File: config.mk
export PLATFORM = sky130hd
export DESIGN_NAME = hazard_ctrl
export DESIGN_NICKNAME = d
export VERILOG_FILES = /design/src/rtl/hazard_ctrl.sv
export SDC_FILE = /design/constraint.sdc
export NUM_CORES = 1
export LEC_CHECK = 0
export ABC_AREA = 1
export BUFFER_PORTS_ARGS = -buffer_cell sky130_fd_sc_hd__buf_2
export CAP_MARGIN = 5
export CORE_ASPECT_RATIO = 1.2
export CORE_MARGIN = 2
export CORE_UTILIZATION = 60
export CTS_BUF_LIST = sky130_fd_sc_hd__clkbuf_16
export DETAILED_ROUTE_END_ITERATION = 8
export HOLD_SLACK_MARGIN = 0.08
export MAX_ROUTING_LAYER = met4
export PLACE_DENSITY = 0.89
export SYNTH_ARGS = -nofsm -noshare
export SYNTH_HDL_FRONTEND = slang
export SYNTH_SLANG_ARGS = --single-unit
File: constraint.sdc
create_clock -name clk -period 3.9 [get_ports clk]
set_input_delay 0.39 -clock clk [delete_from_list [all_inputs] [get_ports clk]]
set_output_delay 0.39 -clock clk [all_outputs]
set_load 0.05 [all_outputs]
File: src/rtl/hazard_ctrl.sv
// -----------------------------------------------------------------------------
// hazard_ctrl
// Pipeline sequencing controller for the 5-stage single-issue CPU
// (IF, ID, EX, MEM, WR). It tracks in-flight destination registers in its own
// scoreboard and detects read-after-write hazards for the instruction in ID.
// It drives the PC / IF-ID write enables, the IF/ID flush and the ID/EX
// bubble, and flushes the wrong path when a branch resolves taken in EX.
// A saturating counter records stall cycles for performance debug.
//
// Optional feature macro: HAZARD_FWD_EN
//   undefined : full stall interlock, no forwarding ports.
//   defined   : adds a retired-result slot and the EX operand-source selects
//               fwd_a / fwd_b; only load-use dependencies stall.
//
// Ports:
//   clk              in   system clock, rising edge
//   reset            in   asynchronous, active-high reset
//   id_valid         in   IF/ID holds a real instruction (0 = bubble)
//   id_rs, id_rt     in   ID source registers A / B
//   id_uses_rt       in   ID instruction reads rt
//   id_regwr         in   ID instruction writes the register file
//   id_rw            in   resolved destination of the ID instruction
//   id_memtoreg      in   ID instruction is a load
//   ex_branch_taken  in   nPC_sel from EX, branch taken this cycle
//   pc_wr            out  PC update enable
//   ifid_wr          out  IF/ID load enable
//   ifid_flush       out  clear IF/ID to a bubble on the next edge
//   idex_bubble      out  load a bubble into ID/EX on the next edge
//   stall_cnt        out  saturating count of stall cycles
//   fwd_a, fwd_b     out  (HAZARD_FWD_EN only) EX operand-source selects:
//                         0 regfile, 1 EX/MEM ALUout, 2 MEM/WR data,
//                         3 retired-result register
// -----------------------------------------------------------------------------
module hazard_ctrl #(
   parameter int CNT_W = 16
) (
   input  logic             clk,
   input  logic             reset,
   input  logic             id_valid,
   input  logic [4:0]       id_rs,
   input  logic [4:0]       id_rt,
   input  logic             id_uses_rt,
   input  logic             id_regwr,
   input  logic [4:0]       id_rw,
   input  logic             id_memtoreg,
   input  logic             ex_branch_taken,
   output logic             pc_wr,
   output logic             ifid_wr,
   output logic             ifid_flush,
   output logic             idex_bubble,
   output logic [CNT_W-1:0] stall_cnt
`ifdef HAZARD_FWD_EN
   ,
   output logic [1:0]       fwd_a,
   output logic [1:0]       fwd_b
`endif
);

   // Slot index doubles as the forwarding select code: 1 MEM, 2 WB, 3 RET.
   localparam int SL_EX  = 0;
   localparam int SL_MEM = 1;
   localparam int SL_WB  = 2;
`ifdef HAZARD_FWD_EN
   localparam int NUM_SLOTS = 4;
`else
   localparam int NUM_SLOTS = 3;
`endif
   localparam int NUM_ID_SLOTS = 3;

   localparam logic [1:0] ST_RUN   = 2'd0;
   localparam logic [1:0] ST_STALL = 2'd1;
   localparam logic [1:0] ST_FLUSH = 2'd2;

   typedef struct packed {
      logic       valid;
      logic       regwr;
      logic [4:0] rw;
      logic       memtoreg;
      logic [4:0] rs;
      logic [4:0] rt;
      logic       uses_rt;
   } slot_t;

   slot_t            slot_reg  [NUM_SLOTS];
   slot_t            slot_next [NUM_SLOTS];
   slot_t            ex_next;
   logic [1:0]       state_reg;
   logic [1:0]       state_next;
   logic [CNT_W-1:0] stall_cnt_reg;
   logic [NUM_ID_SLOTS-1:0] id_match;
   logic             id_valid_eff;
   logic             hazard;
   logic             flush;
   logic             stall;

   // A producer matches a consumer when it really writes a non-zero register
   // that the consumer reads. Writes to $0 never create a dependency.
   function automatic logic slot_hits(input slot_t s, input logic [4:0] ra,
                                      input logic [4:0] rb, input logic use_rb);
      return s.valid & s.regwr & (s.rw != 5'd0) &
             ((s.rw == ra) | (use_rb & (s.rw == rb)));
   endfunction

   // The instruction fetched down the wrong path sits in IF/ID during FLUSH.
   assign id_valid_eff = id_valid & (state_reg != ST_FLUSH);

   genvar gi;
   generate
      for (gi = 0; gi < NUM_ID_SLOTS; gi++) begin : g_id_match
         assign id_match[gi] = slot_hits(slot_reg[gi], id_rs, id_rt, id_uses_rt);
      end
   endgenerate

`ifdef HAZARD_FWD_EN
   // Everything but a load in EX can be forwarded.
   assign hazard = id_valid_eff & id_match[SL_EX] & slot_reg[SL_EX].memtoreg;
`else
   // The register file writes on the edge, so even a WB producer is not yet
   // visible to the ID read this cycle.
   assign hazard = id_valid_eff & (|id_match);
`endif

   assign flush = ex_branch_taken;
   assign stall = hazard & ~flush;

   // Only a non-stalled, non-flushed real instruction advances into EX.
   always_comb begin
      ex_next = '0;
      if (id_valid_eff && !stall && !flush) begin
         ex_next.valid    = 1'b1;
         ex_next.regwr    = id_regwr;
         ex_next.rw       = id_rw;
         ex_next.memtoreg = id_memtoreg;
         ex_next.rs       = id_rs;
         ex_next.rt       = id_rt;
         ex_next.uses_rt  = id_uses_rt;
      end
   end

   assign slot_next[SL_EX] = ex_next;
   generate
      for (gi = 1; gi < NUM_SLOTS; gi++) begin : g_slot_shift
         assign slot_next[gi] = slot_reg[gi-1];
      end
   endgenerate

   always_ff @(posedge clk or posedge reset) begin
      if (reset) begin
         slot_reg <= '{default: '0};
      end else begin
         slot_reg <= slot_next;
      end
   end

   // Flush outranks stall; STALL is left as soon as the hazard disappears.
   always_comb begin
      state_next = ST_RUN;
      if (flush) begin
         state_next = ST_FLUSH;
      end else if (stall) begin
         state_next = ST_STALL;
      end
   end

   always_ff @(posedge clk or posedge reset) begin
      if (reset) begin
         state_reg <= ST_RUN;
      end else begin
         state_reg <= state_next;
      end
   end

   always_ff @(posedge clk or posedge reset) begin
      if (reset) begin
         stall_cnt_reg <= '0;
      end else if (stall && (stall_cnt_reg != {CNT_W{1'b1}})) begin
         stall_cnt_reg <= stall_cnt_reg + CNT_W'(1);
      end
   end

   assign stall_cnt = stall_cnt_reg;

   // Reset holds the front end frozen with bubbles entering both registers.
   always_comb begin
      pc_wr       = 1'b1;
      ifid_wr     = 1'b1;
      ifid_flush  = 1'b0;
      idex_bubble = 1'b0;
      if (reset) begin
         pc_wr       = 1'b0;
         ifid_wr     = 1'b0;
         ifid_flush  = 1'b1;
         idex_bubble = 1'b1;
      end else if (flush) begin
         ifid_flush  = 1'b1;
         idex_bubble = 1'b1;
      end else if (stall) begin
         pc_wr       = 1'b0;
         ifid_wr     = 1'b0;
         idex_bubble = 1'b1;
      end
   end

`ifdef HAZARD_FWD_EN
   logic [NUM_SLOTS-1:1] a_hit;
   logic [NUM_SLOTS-1:1] b_hit;

   generate
      for (gi = 1; gi < NUM_SLOTS; gi++) begin : g_fwd_hit
         assign a_hit[gi] = slot_hits(slot_reg[gi], slot_reg[SL_EX].rs,
                                      slot_reg[SL_EX].rs, 1'b0);
         assign b_hit[gi] = slot_reg[SL_EX].uses_rt &
                            slot_hits(slot_reg[gi], slot_reg[SL_EX].rt,
                                      slot_reg[SL_EX].rt, 1'b0);
      end
   endgenerate

   // Youngest producer wins: MEM, then WB, then the retired result.
   always_comb begin
      fwd_a = 2'd0;
      fwd_b = 2'd0;
      if (slot_reg[SL_EX].valid) begin
         if (a_hit[1])      fwd_a = 2'd1;
         else if (a_hit[2]) fwd_a = 2'd2;
         else if (a_hit[3]) fwd_a = 2'd3;
         if (b_hit[1])      fwd_b = 2'd1;
         else if (b_hit[2]) fwd_b = 2'd2;
         else if (b_hit[3]) fwd_b = 2'd3;
      end
   end

   // Fields kept for completeness of the slot record but not consumed here.
   logic unused_bits;
   assign unused_bits = ^{slot_reg[0], slot_reg[1], slot_reg[2], slot_reg[3],
                          id_match, ST_STALL};
`else
   logic unused_bits;
   assign unused_bits = ^{slot_reg[0], slot_reg[1], slot_reg[2], SL_MEM,
                          SL_WB, ST_STALL};
`endif

endmodule
# [After elaboration in Yosys (flattened, before gate mapping)]
# Index checks and enable logic that the tools add are counted.
[word_totals] ff_bits=39 latchBits=0 ram_bits=0 romBits=0 input_bits=22 out_inout_bits=20 word_cells=59 n_memories=0
[op_classes] n_addsub=1 n_mul=0 n_div=0 order_cmp=0 n_eq_ne=8 shift=0 mux=11 bitwise_logic=19 n_reduce_logical=9
[ops] operator="5-bit == test" count=6
[ops] operator="19-bit 2-to-1 mux" count=1
[ops] operator="16-bit by 1-bit adder with 16-bit output (second input constant)" count=1
[ops] operator="16-bit != test (second input constant)" count=1
[ops] operator="1-bit bitwise AND" count=15
[ops] operator="5-bit nonzero test" count=3
[ops] operator="1-bit 2-to-1 mux" count=9
[ops] operator="1-bit logical AND" count=3
[ops] operator="1-bit bitwise OR" count=3
[ops] operator="3-bit OR reduction" count=1
[ops] operator="1-bit logical NOT" count=2
[ops] operator="2-bit 2-to-1 mux" count=1
[ops] operator="2-bit != test (second input constant)" count=1
[ops] operator="1-bit NOT" count=1

# [Depth between registers and ports, before layout]
[depth] depth_word=11 depth_mapped=12 ltp_nobuf=11

# [Least setup slack after synthesis]
# No wires, ideal clock.
[synth_timing] path_kind="register to output" startpoint="register slot_reg, in the netlist slot_next[14]" endpoint="output pc_wr" arrival_ps=2133 t_required_ps=3510 path_slack_ps=1377 stages_incl_launch_ff=11 path_buffers=1 cell_sequence="dfrtp_1 nor3_1 nand3_1 nand3_1 inv_1 nand2_1 nand3_4 nand2_1 inv_1 nor2_1 buf_4"
[synth_between] elab_chain_cells=10
[synth_lines] item="start, declared" line="84" source="slot_t slot_reg [NUM_SLOTS];"
[synth_lines] item="start signal, assigned" line="151" source="slot_reg <= slot_next;"
[synth_lines] item="5-bit == test" line="101" source="((s.rw == ra) | (use_rb & (s.rw == rb)));"
[synth_lines] item="1-bit bitwise AND" line="101"
[synth_lines] item="1-bit bitwise OR" line="101"
[synth_lines] item="1-bit bitwise AND *" line="100" source="return s.valid & s.regwr & (s.rw != 5'd0) &"
[synth_lines] item="3-bit OR reduction *" line="120" source="assign hazard = id_valid_eff & (|id_match);"
[synth_lines] item="1-bit bitwise AND *" line="120"
[synth_lines] item="1-bit bitwise AND *" line="124" source="assign stall = hazard & ~flush;"
[synth_lines] item="1-bit 2-to-1 mux * (3 in series)"
[synth_lines] item="end, declared" line="47" source="output logic pc_wr,"
# Every way passes the cells marked *; elsewhere a longest branch is shown, timed or not.

# [Final worst setup path]
[layout_timing] startpoint="register slot_reg, in the netlist slot_next[14]" endpoint="output ifid_wr"
[layout_between] elab_chain_cells=10
[layout_lines] item="5-bit == test" line="101"
[layout_lines] item="1-bit bitwise AND" line="101"
[layout_lines] item="1-bit bitwise OR" line="101"
[layout_lines] item="1-bit bitwise AND *" line="100"
[layout_lines] item="3-bit OR reduction *" line="120"
[layout_lines] item="1-bit bitwise AND *" line="120"
[layout_lines] item="1-bit bitwise AND *" line="124"
[layout_lines] item="1-bit 2-to-1 mux *" line="197" source="end else if (stall) begin"
[layout_lines] item="1-bit 2-to-1 mux *" line="194" source="end else if (flush) begin"
[layout_lines] item="1-bit 2-to-1 mux *" line="189" source="if (reset) begin"
[layout_lines] item="end, declared" line="48" source="output logic ifid_wr,"
# Marked as above.

==> results.toml <==
[global_routing]
antenna_found_initial = 0
grt_pass1_wl_mm = 9.07
grt.total_usage = 0.274
grt_overflow = 0
grt_max_degree = 31
grt_pass1_vias = 2153

[clock_tree]
insertion_delay_ns = 0.28
clock-sinks = 39
cts_resized = 0
cts_tree = "yes"
h-tree-depth = 2
cts_buffers = 5
clockBufferDepth = 2
clk_pin_slew_worst_paths_ns = 0.06
cts_root_buffer = "clkbuf_16"
cts_setup_buffers = 0
ctsHoldBuffers = 0

[finish]
final_cell_area_sq_um = 2810
drive_gt1_frac = 0.183
nets = 404
post-route-util = 0.723
n_antenna_cell = 0
area_growth_pct = 17.7
largest_reg_flops = 16

[setup_path]
ff2ff_path_depth = 11
crit_path_cell_trace = "nor3_1 > nand3_1 > nand3_1 > inv_1 > nand2_1 > nand3_4 > nand2_1 > inv_1 > nor2_1 > buf_2"
crit_slowest_cell = "dfrtp_1"
cp_slowest_stage_delay_ns = 0.43
reg2reg_slack_ns = 1.81
critPathArrivalTime_ns = 2.20
start_kind = "flop"
end_kind = "primary output"
r2r-start = "stall_cnt[0]"
cp_max_fo = 27
crit_required_ns = 3.51
crit_type = "reg -> out"
rr_endpoint = "stall_cnt[7]"

[timing]
relSlewSlack = 0.671
fin_skew_ns = 0.00522
finalHoldViolCount = 0
finalMaxSlewViolations = 0
fin_tns_setup_ns = 0
fin_crit_sh = 0.665
period_minus_slack_ns = 2.59
max_clock_freq_mhz = 386
rsz0062_at_grt = "no"
tightestPinTransition_ns = 0.492
whs_ns = 0.129
finalSetupViolCount = 0

[detailed_routing]
drt_iter0_markers = 168
first_pass_iters = 4
drt_wl_total_mm = 5.36
ant_nets = 0
avgRoutedWirePerCell_um = 12.3
via_per_inst = 5.19
vias = 2264
drc = 0

[status]
status = "finished clean"

[logic_synthesis]
syn_nets = 361
syn_inst = 338
synth_area_sq_um = 2380
synth_seq_cells = 39
ys.warnings.count = 0
synth_cell_types = 24
synth.avg_cell_area_sq_um = 7.05
ys_seq_area_frac = 0.409

[pwr]
seq_power_share = 0.409
p_leak_uw = 0.00157
cellPowerDensity_nw_per_um2 = 363
vdd_drop_max_v = 0.000279
pwr-share-comb = 0.081
switchingPower_uw = 217
netSwitchingFraction = 0.213
pwr-share-clk = 0.510
cell_internal_pwr_uw = 802
p_total_uw = 1020

[die]
die_h_um = 73.0
core_area_sq_um = 3880
die_w_um = 61.5
dieArea_sq_um = 4490
num_rows = 25
boundaryPins = 42
start_util = 0.615

[job]
drv_cap = 0

[place]
routabilityCongestion = 0.910
dp_hpwl_mm = 3.94
io_buffers = 40
dpl_cell_area_sq_um = 2620

[hold_path]
hp-class = "in -> async"
-- layer usage --
layer	routed length, um	part of all wire	vias to the layer above	track usage
met2	2850	0.53	61	0.474
met3	226	0.042	13	0.0479
met1	2150	0.40	1064	0.313
li1	-	-	1126	-
met4	127	0.024	0	0.0946
met5	0	0	-	-
-- power groups by stage --
stage	combinational (uW)	sequential [uW]	clock (uW)
after floorplan	53.6	423	0
after global placement	80.3	424	0
after detailed placement	82.1	424	0
after CTS	82.7	417	526
after global routing	94.8	417	540
final	82.3	417	520
-- synthesized netlist by cell type, drive strengths merged --
library cell	instances	area (sq um)
nor2	43	191
clkbuf	1	3.75
and3	1	6.26
nand3	30	205
nand2	128	488
nor3	3	20.0
inv	54	203
nand4	21	131
nand3b	1	7.51
xor2	6	52.6
o21ai	1	5.00
buf	5	46.3
xnor2	4	35.0
dfrtp	39	976
ha	1	12.5
-- layout make-up --
class	count	area, sq um
Clock buffer	5	125
Clock inverter	3	63.8
Fill cell	327	1070
Inverter	54	203
Multi-Input combinational cell	239	1150
Sequential cell	39	976
Tap cell	54	67.6
Timing Repair Buffer	42	215
-- critical path, delay by kind of cell, from the launching register on --
family,cells,cell delay [ns]
buffers and inverters,3,0.38
flip-flops,1,0.43
AND/OR/NAND/NOR,7,1.10
-- worst max-delay path by stage --
stage / cells past startpoint / endpoint / start
CTS: 10 / ifid_wr / slot_next[14]
detailed placement: 13 / ifid_wr / id_rs[3]
floorplan: 10 / pc_wr / slot_next[14]
global placement: 13 / ifid_wr / id_rt[3]
finish: 10 / ifid_wr / slot_next[14]
global route: 10 / ifid_wr / slot_next[14]
-- cell families after synthesis --
| logic type | share of synthesized area |
|---|---|
| simple gates | 0.440 |
| fa+ha+maj | 0.00525 |
| buf+inv | 0.106 |
| flops | 0.409 |
| compound gates | 0.00210 |
| xor+xnor | 0.0367 |
-- metrics by stage --
stage,setup WS [ns],instances
finish,1.31,436
global route,1.14,436
CTS,1.32,436
detailed placement,1.62,428
global placement,1.64,428
floorplan,1.38,338
-- layout by cell type (no fill, tap or decap), types with 6 or more instances in the layout --
master | netlist | final
nand2_1 | 127 | 127
inv_1 | 49 | 50
buf_2 | 1 | 40
dfrtp_1 | 39 | 39
nor2_1 | 37 | 37
nand3_1 | 22 | 22
nand4_1 | 21 | 21
xor2_1 | 6 | 6
nand3_2 | 6 | 6
No activity file was read; power rests on OpenSTA's default activity.
